--- src/rtl/ps2_key_decoder.sv ---
// PS/2 scan-code set 2 key decoder.
// Pops bytes from the keyboard FIFO, tracks the held key and maps it to ASCII.
module ps2_key_decoder #(
   parameter int CNT_W = 8
) (
   input  logic             clk,
   input  logic             rst,
   input  logic [7:0]       kbd_data,
   input  logic             kbd_ready,
   input  logic             kbd_overflow,
   output logic             kbd_nextdata_n,
   output logic             key_valid,
   output logic [7:0]       key_code,
   output logic             key_ext,
   output logic [7:0]       key_ascii,
   output logic [CNT_W-1:0] key_count,
   output logic             press_pulse,
   output logic             release_pulse,
   output logic             err
);

   typedef enum logic [1:0] {
      S_IDLE,
      S_POP,
      S_WAIT
   } state_t;

   state_t           state_q, state_d;
   logic [7:0]       byte_q, byte_d;
   logic             ext_pend_q, ext_pend_d;
   logic             brk_pend_q, brk_pend_d;
   logic             valid_q, valid_d;
   logic [7:0]       code_q, code_d;
   logic             ext_q, ext_d;
   logic [7:0]       ascii_q, ascii_d;
   logic [CNT_W-1:0] count_q, count_d;
   logic             press_q, press_d;
   logic             rel_q, rel_d;
   logic             err_q, err_d;
   logic             pop_n;
   logic             same_key;

   function automatic logic [7:0] map_code(input logic [7:0] b,
                                           input logic       ext);
      logic [7:0] a;
      a = 8'h00;
      if (!ext) begin
         unique case (b)
            8'h1C: a = 8'h61;
            8'h32: a = 8'h62;
            8'h21: a = 8'h63;
            8'h23: a = 8'h64;
            8'h24: a = 8'h65;
            8'h2B: a = 8'h66;
            8'h34: a = 8'h67;
            8'h33: a = 8'h68;
            8'h43: a = 8'h69;
            8'h3B: a = 8'h6A;
            8'h42: a = 8'h6B;
            8'h4B: a = 8'h6C;
            8'h3A: a = 8'h6D;
            8'h31: a = 8'h6E;
            8'h44: a = 8'h6F;
            8'h4D: a = 8'h70;
            8'h15: a = 8'h71;
            8'h2D: a = 8'h72;
            8'h1B: a = 8'h73;
            8'h2C: a = 8'h74;
            8'h3C: a = 8'h75;
            8'h2A: a = 8'h76;
            8'h1D: a = 8'h77;
            8'h22: a = 8'h78;
            8'h35: a = 8'h79;
            8'h1A: a = 8'h7A;
            8'h45: a = 8'h30;
            8'h16: a = 8'h31;
            8'h1E: a = 8'h32;
            8'h26: a = 8'h33;
            8'h25: a = 8'h34;
            8'h2E: a = 8'h35;
            8'h36: a = 8'h36;
            8'h3D: a = 8'h37;
            8'h3E: a = 8'h38;
            8'h46: a = 8'h39;
            8'h29: a = 8'h20;
            8'h5A: a = 8'h0D;
            default: a = 8'h00;
         endcase
      end
      return a;
   endfunction

   // Next-state: pop handshake, prefix tracking and make/break handling
   always_comb begin
      state_d    = state_q;
      byte_d     = byte_q;
      ext_pend_d = ext_pend_q;
      brk_pend_d = brk_pend_q;
      valid_d    = valid_q;
      code_d     = code_q;
      ext_d      = ext_q;
      ascii_d    = ascii_q;
      count_d    = count_q;
      press_d    = 1'b0;
      rel_d      = 1'b0;
      err_d      = err_q | kbd_overflow;
      pop_n      = 1'b1;
      same_key   = valid_q && (byte_q == code_q) &&
                   (ext_pend_q == ext_q);
      unique case (state_q)
         S_IDLE: begin
            if (kbd_ready) state_d = S_POP;
         end
         S_POP: begin
            pop_n   = 1'b0;
            byte_d  = kbd_data;
            state_d = S_WAIT;
         end
         S_WAIT: begin
            state_d = S_IDLE;
            if (byte_q == 8'hE0) begin
               ext_pend_d = 1'b1;
            end else if (byte_q == 8'hF0) begin
               brk_pend_d = 1'b1;
            end else begin
               if (brk_pend_q) begin
                  if (same_key) begin
                     valid_d = 1'b0;
                     rel_d   = 1'b1;
                  end
               end else if (!same_key) begin
                  code_d  = byte_q;
                  ext_d   = ext_pend_q;
                  valid_d = 1'b1;
                  ascii_d = map_code(byte_q, ext_pend_q);
                  press_d = 1'b1;
                  count_d = count_q + CNT_W'(1);
               end
               ext_pend_d = 1'b0;
               brk_pend_d = 1'b0;
            end
         end
         default: state_d = S_IDLE;
      endcase
   end

   // State and output registers; reset discards any byte in flight
   always_ff @(posedge clk) begin
      if (rst) begin
         state_q    <= S_IDLE;
         byte_q     <= 8'h00;
         ext_pend_q <= 1'b0;
         brk_pend_q <= 1'b0;
         valid_q    <= 1'b0;
         code_q     <= 8'h00;
         ext_q      <= 1'b0;
         ascii_q    <= 8'h00;
         count_q    <= '0;
         press_q    <= 1'b0;
         rel_q      <= 1'b0;
         err_q      <= 1'b0;
      end else begin
         state_q    <= state_d;
         byte_q     <= byte_d;
         ext_pend_q <= ext_pend_d;
         brk_pend_q <= brk_pend_d;
         valid_q    <= valid_d;
         code_q     <= code_d;
         ext_q      <= ext_d;
         ascii_q    <= ascii_d;
         count_q    <= count_d;
         press_q    <= press_d;
         rel_q      <= rel_d;
         err_q      <= err_d;
      end
   end

   assign kbd_nextdata_n = pop_n;
   assign key_valid      = valid_q;
   assign key_code       = code_q;
   assign key_ext        = ext_q;
   assign key_ascii      = ascii_q;
   assign key_count      = count_q;
   assign press_pulse    = press_q;
   assign release_pulse  = rel_q;
   assign err            = err_q;

endmodule

--- config.mk ---
export PLATFORM = sky130hd
export DESIGN_NAME = ps2_key_decoder
export DESIGN_NICKNAME = d
export VERILOG_FILES = /design/src/rtl/ps2_key_decoder.sv
export SDC_FILE = /design/constraint.sdc
export NUM_CORES = 1
export LEC_CHECK = 0
export CAP_MARGIN = 0
export CORE_ASPECT_RATIO = 0.7
export CORE_UTILIZATION = 54
export CTS_CLUSTER_SIZE = 12
export DETAILED_ROUTE_END_ITERATION = 8
export HOLD_SLACK_MARGIN = 0.06
export PLACE_DENSITY_LB_ADDON = 0.25
export REMOVE_ABC_BUFFERS = 1
export SLEW_MARGIN = 20
export SYNTH_ARGS = -nofsm -noshare
export SYNTH_HDL_FRONTEND = slang
export SYNTH_SLANG_ARGS = --single-unit
--- constraint.sdc ---
create_clock -name clk -period 2.46 [get_ports clk]
set_input_delay 0.246 -clock clk [delete_from_list [all_inputs] [get_ports clk]]
set_output_delay 0.246 -clock clk [all_outputs]
set_load 0.005 [all_outputs]
# After elaboration in Yosys (flattened, before gate mapping)
# Memory sizes are Yosys's and may differ from the RTL's. A register that Yosys moved wholly into a read port is not among the register bits.
# Cells that the tools add are included.
word_totals:
  regBits: 41
  rom_bits: 896
  memories: 1
  input_bits: 12
mem_list:
  columns: ["memory", "words", "word_bits", "rd", "rd_clocked_by_memory_dff", "wr", "line_no", "source"]
  rows:
  - ["(name not given)", 128, 7, 1, 1, 0, "48", "unique case (b)"]
classes:
  add_sub_neg: 1
  n_reduce_logical: 9
  n_eq_ne: 10
  n_mux: 15
  n_bitwise: 6
ops:
  columns: ["op", "n"]
  rows:
  - ["8-bit equality test (second input constant)", 2]
  - ["8-bit 2-to-1 mux", 2]
  - ["7-bit 2-to-1 mux", 2]
  - ["5-bit AND reduction", 2]
  - ["5-bit OR reduction", 2]
  - ["1-bit 2-to-1 mux", 9]
  - ["8-bit by 1-bit adder with 8-bit output (second input constant)", 1]
  - ["8-bit equality test", 1]
  - ["2-bit inequality test (second input constant)", 3]
  - ["1-bit NOT", 5]
  - ["2-bit case mux with 2 select lines", 1]
  - ["2-bit AND reduction", 2]
  - ["2-bit by 1-bit equality test with 1-bit output (second input constant)", 1]
  - ["2-bit equality test (second input constant)", 1]
  - ["1-bit logical AND", 2]
  - ["2-bit zero test", 1]
  - ["2-bit 2-to-1 mux", 1]
  - ["2-bit by 1-bit inequality test with 1-bit output (second input constant)", 1]
  - ["1-bit equality test", 1]
  - ["1-bit OR", 1]

# Logic depth before layout (Yosys ltp)
logic_depth:
  word_depth: 5
  depth_mapped: 10
  ltp_nobuf: 8

# Worst setup path after synthesis
# No wires, ideal clock.
synth_timing:
  path_kind: "flip-flop to flip-flop"
  startpoint: "register state_q[0]"
  endpoint: "register (tool-made name)"
  setup_time_ns: 0.079
  period_less_slack_ns: 1.970
  setup_slack_ns: 0.490
  path_stages_with_launch: 9
  n_path_buf: 1
  t_arrival_ns: 1.891
  path_cell_list: "dfxtp_1 -> buf_4 -> nor4bb_2 -> a31oi_4 -> ha_1 -> mux2i_1 -> a221oi_1 -> nand3_1 -> o211ai_1"
synth_rtl:
  columns: ["element", "line_no", "source"]
  rows:
  - ["start: declaration", "28", "state_t state_q, state_d;"]
  - ["start signal: assignment", "163", "state_q <= state_d;"]

==> metrics.txt <==
met1 Track Usage GR=0.435; Cell Area, Synth=2690 sq um; critical path data arrival time=2.48 ns; number of antenna violations at the first check in global routing=0; Initial Utilization=0.563; Inserted Clock Buffers=5; worst min-delay path class=flip-flop to flip-flop; Synth-to-Final Area Change=22.3%; antenna cell count=0; sequential-to-total area share from yosys stat=0.350; result of the run=complete, no violations; crit path cell chain=buf_4 > nor4bb_2 > a31oi_4 > ha_1 > mux2i_1 > a221oi_1 > nand3_1 > o211ai_1; Sink Count=47; number of flip-flops and latches in the synthesized netlist=47; Reg clk slew, reported paths=0.09 ns; nets=380; count of endpoints failing hold in the final timing report=0; Crit path max-delay family=compound AO/OA/AOI/OAI gates; instance count of the mapped netlist=311; GRT Resource Usage Total=0.282; unrepaired setup endpoints after global routing=false; DPL Wire Length=5150 um; count of instances resized after the clock tree is built=0; Max H-tree Level=2; GR Overflow Total=0; Worst setup EP type=flip-flop; count of cell types in the netlist=54; min cycle time layout=2.26 ns; final routed DRC violation total=0; largest driver fanout on the critical path=8; reported leakage power=1.21 nW; Final period util=0.919; CTS Hold Buffers Added=0; final non-filler cell area=3290 sq um; vias per cell=5.73; Post-Place Worst Slack=-0.0145 ns; area after detailed placement=3210 sq um; CTS tree=done; dominant cell by count in the synthesized netlist=sky130_fd_sc_hd__dfxtp_1; Main synth FF type=sky130_fd_sc_hd__dfxtp_1; GR Util met2=0.404; die outline width=86.4 um; final weighted congestion in routability-driven placement=0.936; number of vias after detailed routing=2,462; Setup-failing EPs final=0; slowest CP cell=sky130_fd_sc_hd__ha_1; transition time at the pin with the least slew margin=0.499 ns; Post-Route Hold Slack=0.452 ns; number of global-route vias before repair=2,160; slack of the critical path=0.199 ns; critical path required time=2.68 ns; Std-Cell Rows=21; core box area=4780 sq um; total power consumption of the routed design=1.52 mW; max frequency=0.442 GHz; drt wl/cell=16.2 um; Final Max Slew Viols=0; count of warnings emitted by yosys=0; setup clock skew after layout=0.00540 ns; max-cap check violation count=0; number of top-level pins=42; share of post-route cells with drive strength above 1=0.152; Synth area leader=sky130_fd_sc_hd__dfxtp_1; detailed-router iteration count before antenna repair=4; synth cell count leaders=sky130_fd_sc_hd__dfxtp_1 (47), sky130_fd_sc_hd__nand2_1 (45), sky130_fd_sc_hd__a21oi_1 (25), sky130_fd_sc_hd__nor2_1 (25), sky130_fd_sc_hd__nand3_1 (17); post-synthesis async set-or-reset flop share=0; first-pass GRT wire length=11,300 um; slew margin rel.=0.666; count of port buffers added during placement=40; share of Yosys cell area claimed by the top area cell type=0.350; slack of the worst reg-to-reg path=0.20 ns; biggest cell delay along the critical path=0.43 ns; met3 Resource Use GR=0.0751; leading cell types by total area after synthesis=sky130_fd_sc_hd__dfxtp_1 (35%), sky130_fd_sc_hd__nand2_1 (6.3%), sky130_fd_sc_hd__a21oi_1 (4.6%); ratio of total power to cell area=463 nW/um^2; worst setup path category=flip-flop to flip-flop; crit path buf inv count=1; largest net degree at the start of global routing=35; post-synthesis average cell area=8.65 sq um; sum of routed wire length over all layers=6950 um; overall die area=5270 sq um; number of flops mapped to enable cells by yosys=0; clock network latency to the later pin of the worst-skew pair=0.29 ns; Clk Tree Root Cell=sky130_fd_sc_hd__clkbuf_8; Post CTS Setup Buffer Count=0; initial DRC count=199; worst vdd rail ir drop=339 uV; number of antenna-violating nets in the routed design=0; maximum clock path buffer count=2; launching element type of the critical path=flip-flop; peak-usage layer in the global routing report=met1; die extent in y=61.1 um
## where the power goes
| part | switching, mW | internal, mW |
|---|---|---|
| Clock | 0.258 | 0.195 |
| Sequential | 0.0219 | 0.778 |
| Combinational | 0.156 | 0.115 |
| Total | 0.437 | 1.09 |
## cell families (layout without fill, tap and decap cells)
logic type	Yosys count	after routing	share of synthesized area
flops	47	47	0.350
other cells	1	1	0.00139
buf+inv	34	84	0.0753
xor+xnor	17	17	0.0553
mux	6	6	0.0223
compound gates	76	76	0.228
fa+ha+maj	7	7	0.0325
simple gates	123	123	0.235
## worst min-delay path, cell delays in order (launching register included)
cell                      delay [ns]
sky130_fd_sc_hd__dfxtp_1        0.32
sky130_fd_sc_hd__nand2_1        0.05
sky130_fd_sc_hd__a21oi_1        0.05
## final cells by class
cell class	count	area [sq um]
Clock inverter	2	13.8
Tap cell	69	86.3
Multi-Input combinational cell	230	1550
Sequential cell	47	941
Clock buffer	5	68.8
Fill cell	395	1490
Timing Repair Buffer	64	581
Inverter	13	53.8
## per-layer routing
| layer | routed length [um] | vias up |
|---|---|---|
| met5 | 0 | - |
| met4 | 14 | 0 |
| met3 | 590 | 2 |
| met2 | 2850 | 111 |
| met1 | 3490 | 1131 |
| li1 | - | 1218 |
## layout by cell type, fill, tap and decap left out, types with 3 or more instances in the layout
cell type | synthesis | layout
sky130_fd_sc_hd__xnor2_1 | 11 | 11
sky130_fd_sc_hd__o211ai_1 | 4 | 4
sky130_fd_sc_hd__dfxtp_1 | 47 | 47
sky130_fd_sc_hd__nor2_1 | 25 | 25
sky130_fd_sc_hd__ha_1 | 7 | 7
sky130_fd_sc_hd__a221oi_1 | 3 | 3
sky130_fd_sc_hd__clkdlybuf4s50_1 | 0 | 40
sky130_fd_sc_hd__o21ai_1 | 7 | 7
sky130_fd_sc_hd__a21oi_1 | 25 | 25
sky130_fd_sc_hd__inv_2 | 6 | 6
sky130_fd_sc_hd__xor2_1 | 6 | 6
sky130_fd_sc_hd__mux2i_1 | 6 | 6
sky130_fd_sc_hd__clkbuf_8 | 0 | 5
sky130_fd_sc_hd__nor4bb_2 | 3 | 3
sky130_fd_sc_hd__o221ai_1 | 3 | 3
sky130_fd_sc_hd__inv_1 | 5 | 5
sky130_fd_sc_hd__buf_4 | 9 | 24
sky130_fd_sc_hd__nand4_1 | 7 | 7
sky130_fd_sc_hd__nand2_1 | 45 | 45
sky130_fd_sc_hd__a31oi_1 | 6 | 6
sky130_fd_sc_hd__a31oi_4 | 5 | 5
sky130_fd_sc_hd__nand3_1 | 17 | 17
sky130_fd_sc_hd__nor3_1 | 13 | 13
## metrics by stage
step	instances	TNS (ns)	utilization
after floorplan	290	0	-
after global placement	423	0	0.671
after detailed placement	423	-0.0321	0.671
after CTS	430	0	0.688
after global routing	430	0	0.688
final	430	0	0.688
## final timing paths
check / from / endpoint / depth (start not counted)
min: key_ascii[6] / key_ascii[6] / 2
max: state_q[1] / flip-flop / 8
max reg2reg: state_q[1] / flip-flop / 8
min reg2reg: key_ascii[6] / key_ascii[6] / 2
Power figures use the tool's default switching activity.
